===== config.mk =====
export PLATFORM = sky130hd
export DESIGN_NAME = matrix_mult_engine
export DESIGN_NICKNAME = d
export VERILOG_FILES = /design/src/rtl/matrix_mult_engine.sv
export SDC_FILE = /design/constraint.sdc
export NUM_CORES = 1
export LEC_CHECK = 0
export CORE_MARGIN = 2
export CORE_UTILIZATION = 35
export DETAILED_ROUTE_END_ITERATION = 10
export PLACE_DENSITY = 0.53
export SETUP_SLACK_MARGIN = 0.3
export SYNTH_ARGS = -nofsm -noshare
export SYNTH_HDL_FRONTEND = slang
export SYNTH_SLANG_ARGS = --single-unit

===== constraint.sdc =====
create_clock -name Clock -period 4.4 [get_ports Clock]
set_input_delay 0.88 -clock Clock [delete_from_list [all_inputs] [get_ports Clock]]
set_output_delay 0.88 -clock Clock [all_outputs]
set_load 0.005 [all_outputs]

===== src/rtl/matrix_mult_engine.sv =====
`default_nettype none
// ============================================================================
// Module      : matrix_mult_engine
// Description : Sequential C = A x B engine with one MAC, row-major C writes.
// Revision    : 1.0 - initial release
// ============================================================================
module matrix_mult_engine #(
  parameter int AROW         = 2,
  parameter int ACOL         = 2,
  parameter int BCOL         = 2,
  parameter int A_DATA_WIDTH = 8,
  parameter int B_DATA_WIDTH = 8,
  parameter int SIGNED       = 0,
  localparam int C_DATA_WIDTH = A_DATA_WIDTH + B_DATA_WIDTH + clogb2(ACOL),
  localparam int A_AW = (clogb2(AROW*ACOL) > 1) ? clogb2(AROW*ACOL) : 1,
  localparam int B_AW = (clogb2(ACOL*BCOL) > 1) ? clogb2(ACOL*BCOL) : 1,
  localparam int C_AW = (clogb2(AROW*BCOL) > 1) ? clogb2(AROW*BCOL) : 1
) (
  input  logic                    Clock,
  input  logic                    Reset,
  input  logic                    Start,
  output logic                    Busy,
  output logic                    Done,
  output logic                    A_re,
  output logic [A_AW-1:0]         A_addr,
  input  logic [A_DATA_WIDTH-1:0] A_data,
  output logic                    B_re,
  output logic [B_AW-1:0]         B_addr,
  input  logic [B_DATA_WIDTH-1:0] B_data,
  output logic                    C_we,
  output logic [C_AW-1:0]         C_addr,
  output logic [C_DATA_WIDTH-1:0] C_data
);

  function automatic int clogb2(input int v);
    int r;
    r = 0;
    while ((1 << r) < v) r = r + 1;
    return r;
  endfunction

  localparam int c_PW = A_DATA_WIDTH + B_DATA_WIDTH;
  localparam int c_IW = (clogb2(AROW) > 1) ? clogb2(AROW) : 1;
  localparam int c_JW = (clogb2(BCOL) > 1) ? clogb2(BCOL) : 1;
  localparam int c_KW = (clogb2(ACOL) > 1) ? clogb2(ACOL) : 1;
  localparam logic [c_IW-1:0] c_ILAST = c_IW'(AROW - 1);
  localparam logic [c_JW-1:0] c_JLAST = c_JW'(BCOL - 1);
  localparam logic [c_KW-1:0] c_KLAST = c_KW'(ACOL - 1);

  typedef enum logic [2:0] {
    S_IDLE  = 3'd0,
    S_FETCH = 3'd1,
    S_DRAIN = 3'd2,
    S_WRITE = 3'd3,
    S_DONE  = 3'd4
  } state_t;

  state_t            r_state, w_state_nxt;
  logic [c_IW-1:0]   r_i, w_i;
  logic [c_JW-1:0]   r_j, w_j;
  logic [c_KW-1:0]   r_k, w_k;
  logic              r_busy, w_busy;
  logic              r_done, w_done;
  logic              r_rd, w_rd;
  logic              r_we, w_we;
  logic [A_AW-1:0]   r_aaddr, w_aaddr;
  logic [B_AW-1:0]   r_baddr, w_baddr;
  logic [C_AW-1:0]   r_caddr, w_caddr;

  function automatic logic [A_AW-1:0] f_aaddr(input logic [c_IW-1:0] i, input logic [c_KW-1:0] k);
    return A_AW'(int'(i) * ACOL + int'(k));
  endfunction

  function automatic logic [B_AW-1:0] f_baddr(input logic [c_KW-1:0] k, input logic [c_JW-1:0] j);
    return B_AW'(int'(k) * BCOL + int'(j));
  endfunction

  function automatic logic [C_AW-1:0] f_caddr(input logic [c_IW-1:0] i, input logic [c_JW-1:0] j);
    return C_AW'(int'(i) * BCOL + int'(j));
  endfunction

  always_ff @(posedge Clock or posedge Reset) begin
    if (Reset) begin
      r_state <= S_IDLE;
      r_i     <= '0;
      r_j     <= '0;
      r_k     <= '0;
      r_busy  <= 1'b0;
      r_done  <= 1'b0;
      r_rd    <= 1'b0;
      r_we    <= 1'b0;
      r_aaddr <= '0;
      r_baddr <= '0;
      r_caddr <= '0;
    end else begin
      r_state <= w_state_nxt;
      r_i     <= w_i;
      r_j     <= w_j;
      r_k     <= w_k;
      r_busy  <= w_busy;
      r_done  <= w_done;
      r_rd    <= w_rd;
      r_we    <= w_we;
      r_aaddr <= w_aaddr;
      r_baddr <= w_baddr;
      r_caddr <= w_caddr;
    end
  end

  // Registered outputs are computed from the state being entered.
  always_comb begin
    w_state_nxt = r_state;
    w_i         = r_i;
    w_j         = r_j;
    w_k         = r_k;
    w_busy      = r_busy;
    w_done      = 1'b0;
    w_rd        = 1'b0;
    w_we        = 1'b0;
    w_aaddr     = r_aaddr;
    w_baddr     = r_baddr;
    w_caddr     = r_caddr;
    case (r_state)
      S_IDLE: begin
        if (Start) begin
          w_state_nxt = S_FETCH;
          w_i         = '0;
          w_j         = '0;
          w_k         = '0;
          w_busy      = 1'b1;
          w_rd        = 1'b1;
        end
      end
      S_FETCH: begin
        if (r_k == c_KLAST) begin
          w_state_nxt = S_DRAIN;
        end else begin
          w_k  = r_k + c_KW'(1);
          w_rd = 1'b1;
        end
      end
      S_DRAIN: begin
        w_state_nxt = S_WRITE;
        w_we        = 1'b1;
      end
      S_WRITE: begin
        w_state_nxt = S_FETCH;
        w_k         = '0;
        w_rd        = 1'b1;
        if (r_j != c_JLAST) begin
          w_j = r_j + c_JW'(1);
        end else if (r_i != c_ILAST) begin
          w_j = '0;
          w_i = r_i + c_IW'(1);
        end else begin
          w_state_nxt = S_DONE;
          w_busy      = 1'b0;
          w_done      = 1'b1;
          w_rd        = 1'b0;
        end
      end
      S_DONE: begin
        w_state_nxt = S_IDLE;
      end
      default: begin
        w_state_nxt = S_IDLE;
      end
    endcase
    if (w_rd) begin
      w_aaddr = f_aaddr(w_i, w_k);
      w_baddr = f_baddr(w_k, w_j);
    end
    if (w_we) begin
      w_caddr = f_caddr(r_i, r_j);
    end
  end

  logic [c_PW-1:0]         w_prod;
  logic [C_DATA_WIDTH-1:0] w_prod_ext;
  logic [C_DATA_WIDTH-1:0] w_acc_nxt;
  logic                    r_vld;
  logic                    r_first;
  logic [C_DATA_WIDTH-1:0] r_acc;
  logic [C_DATA_WIDTH-1:0] r_cdata;

  // Low c_PW bits of a product of extended operands equal the exact product.
  generate
    if (SIGNED != 0) begin : g_signed
      logic [c_PW-1:0] w_a_ext;
      logic [c_PW-1:0] w_b_ext;
      assign w_a_ext    = {{B_DATA_WIDTH{A_data[A_DATA_WIDTH-1]}}, A_data};
      assign w_b_ext    = {{A_DATA_WIDTH{B_data[B_DATA_WIDTH-1]}}, B_data};
      assign w_prod     = w_a_ext * w_b_ext;
      assign w_prod_ext = C_DATA_WIDTH'($signed(w_prod));
    end else begin : g_unsigned
      assign w_prod     = c_PW'(A_data) * c_PW'(B_data);
      assign w_prod_ext = C_DATA_WIDTH'(w_prod);
    end
  endgenerate

  assign w_acc_nxt = r_first ? w_prod_ext : (r_acc + w_prod_ext);

  always_ff @(posedge Clock or posedge Reset) begin
    if (Reset) begin
      r_vld   <= 1'b0;
      r_first <= 1'b0;
      r_acc   <= '0;
      r_cdata <= '0;
    end else begin
      r_vld   <= r_rd;
      r_first <= r_rd && (r_k == '0);
      if (r_vld) begin
        r_acc <= w_acc_nxt;
      end
      if (r_state == S_DRAIN) begin
        r_cdata <= w_acc_nxt;
      end
    end
  end

  assign Busy   = r_busy;
  assign Done   = r_done;
  assign A_re   = r_rd;
  assign B_re   = r_rd;
  assign C_we   = r_we;
  assign A_addr = r_aaddr;
  assign B_addr = r_baddr;
  assign C_addr = r_caddr;
  assign C_data = r_cdata;

endmodule
`default_nettype wire


==> summary.txt <==
Vias per inst -> 4.87
I/O Pins -> 47
Final worst slack -> -1290 ps
Area contributors post-synth -> dfrtp_1, fa_1, ha_1, and2_1, inv_1
Async SR Flop Fraction -> 100%
Sequential cell area -> 1280 um2
Final-report setup violation count -> 22
Period minus WS final -> 5690 ps
DRT antenna net count -> 0
Final hold viol count -> 0
All-Layer GR Usage -> 16.2%
IO Port Bufs -> 46
Top sig layer -> met4
Post-synth EDFFs -> 0
Crit path DAT -> 5880 ps
F_max -> 176 MHz
WHS -> 433 ps
Vias in the first global route -> 4095
Post-placement setup slack -> -2180 ps
Dpl cell area -> 6080 um2
Die Y -> 121 um
Initial Utilization -> 36.0%
Largest net degree at the start of global routing -> 42
Rel. slew slack -> 22.3%
WP data required -> 4590 ps
Worst-margin pin slew -> 1170 ps
Routed wl met2 -> 6.03 mm
Antenna violations before repair -> 0
Outcome -> finished, violations left
CP Buf/Inv Count -> 4
H-tree Lvls -> 2
Family with the most delay on the worst path -> adder cells
Worst path max stage delay -> 570 ps
Max cap viols -> 0
Simple-Gate Fraction of Synth Area -> 17.1%
RSZ-0062 raised after global routing -> yes
RD Place Congestion -> 0.793
Clk_skew -> 12.4 ps
Max Root-Sink Buffers -> 2
Adder-cell share of the synthesized area -> 29.3%
Post-synthesis area per instance -> 9.16 um2
Layout cells sized above 1 -> 34.3%
Final HPWL DP -> 8.71 mm
Top cell type by total area after synthesis -> dfrtp_1
Synthesized area -> 4790 um2
Initial drt markers -> 161
Clock sinks -> 51
Synth Area in XOR/XNOR -> 4.02%
CTS Root Cell -> clkbuf_16
Filler Cells Inserted -> 1237
ANT cells -> 0
GRT Residual Overflow -> 0
Final WL -> 11.5 mm
Vias -> 4065
Final #Nets -> 767
Die area -> 14600 um2
Largest family of logic cells by synthesized area -> adder cells
Synth top area share -> 26.6%
Die width -> 121 um
Worst hold-check path type -> reg2reg
Synthesis-stage register bit count -> 51
Yosys Warn Count -> 0
Worst-path maximum fanout -> 6
Slowest CP cell -> fa_1
Commonest non-fill, non-tap cells in the layout -> buf_4, dfrtp_1, inv_1
M1 WL -> 5.08 mm
CP most frequent cell -> fa_1
Worst-Skew Late Latency -> 290 ps
CTS buffer count -> 5
Core region area -> 13300 um2
TritonCTS clock tree -> done
Fin. max-slew vios -> 0
Mux cell area share after synthesis -> 2.01%
Mapped Nets -> 632
Hold-fix buffers, CTS -> 0
Crit. End Element -> flop
Avg WL per Cell -> 13.7 um
Met3 Wirelength -> 327 um
Startpoint Class -> input pin
Post-Layout Inst Area -> 6950 um2
Seq/Total Area, Yosys -> 26.6%
Crit-path cells -> buf_8 -> and2_4 -> fa_1 -> fa_1 -> fa_1 -> inv_1 -> fa_1 -> inv_2 -> ha_4 -> nor2b_1 -> a311o_1 -> buf_6 -> a31oi_4 -> xnor2_2 -> ha_4 -> o21a_1 -> o31a_1 -> a211o_1 -> a31oi_4 -> o2bb2ai_4 -> xnor2_2 -> o31ai_2
Area delta synth->final -> 44.9%
Synth cell types -> 45
Pre-Repair DR Iteration Count -> 7
Fin crit share -> 129%
Post-route DRC -> 0
Rows -> 42
Commonest non-fill, non-tap cell in the layout -> buf_4
Synth Area in Compound Gates -> 15.2%
Multi-input logic area -> 3820 um2
Post-Synthesis Cells -> 523
First-pass GRT wire length -> 19.3 mm
Clk slew on worst S/H paths -> 70 ps
Most common flop cell mapped by yosys -> dfrtp_1
Crit path kind -> in2reg
Failing checks -> setup timing
## registers in the layout (all words and copies together) (netlist names)
register,flops
A_addr,2
A_re,1
B_addr,1
Busy,1
C_addr,2
C_data,17
C_we,1
Done,1
r_acc,17
r_first,1
r_i,1
r_j,1
r_k,1
r_state,3
r_vld,1
## timing repair
item | CTS | global route
setup buffers | 15 | 10
pin swaps | 53 | 52
endpoints found under the setup margin | 28 | 24
resized for setup | 152 | 44
## worst paths after layout
check / start / endpoint / cells past startpoint / slack [ps]
max: A_data[3] / C_data[16] / 22 / -1290
min: A_re / r_vld / 0 / 430
max reg2reg: r_acc[0] / C_data[16] / 10 / 1580
min reg2reg: A_re / r_vld / 0 / 430
max in group asynchronous: Reset / B_addr[0] / 3 / 2620
min in group asynchronous: Reset / C_data[4] / 2 / 1090
## cell families (layout without fill, tap and decap cells)
group,Yosys count,in the layout
simple gates,165,165
xor+xnor,22,22
fa+ha+maj,90,90
mux,9,9
compound gates,115,115
buf+inv,71,207
flops,51,51
## per-layer routing
| layer | vias up | track usage [%] |
|---|---|---|
| li1 | 2006 | - |
| met3 | 4 | 2.11 |
| met1 | 2000 | 21.7 |
| met4 | 0 | 1.89 |
| met2 | 55 | 28.7 |
| met5 | - | 0 |
## worst register-to-register path, cell delays in order (launching register included)
cell and delay, ps:
dfrtp_1 390, ha_1 240, fa_1 440, a211oi_2 230, o21bai_1 150, o21ba_4 220, a211o_1 360, a31oi_4 220
o2bb2ai_4 170, xnor2_2 90, o31ai_2 220
## cell usage after synthesis, types with 2 or more instances
library cell and number:
nor2_1 40, buf_4 2, nand4b_1 2, nand2_1 44, and3_1 2, xor2_1 9, o21a_1 5, a211oi_2 2
o21bai_1 3, mux2i_1 4, o21ai_1 2, inv_1 57, nor2b_1 6, a21o_1 8, fa_1 37, nand3_1 5
a31oi_1 9, or3_1 2, xnor2_1 13, clkbuf_1 10, ha_1 53, nor3_1 4, mux2_2 5, a211oi_1 6
dfrtp_1 51, o21ai_0 29, a21oi_1 39, and2_1 56, nor3b_1 2
## per-stage QoR
stage	utilization [%]	cells	setup TNS, ps
after detailed placement	45.7	802	-41210
after global routing	52.2	835	-23160
final	52.2	835	-19670
after global placement	45.7	802	-39410
after floorplan	-	523	-16490
after CTS	50.2	825	-20340
## final cells by class
| cell class | count | share of cell area [%] |
|---|---|---|
| multi-input combinational | 401 | 55.1 |
| sequential | 51 | 18.4 |
| timing repair buffer | 141 | 18.1 |
| tap | 176 | 3.17 |
| inverter | 58 | 3.13 |
| clock buffer | 5 | 1.80 |
| clock inverter | 3 | 0.324 |
Power is left out: the tool's default activity adds up to more than one toggle a clock period on the data nets, which glitch-free logic cannot reach.
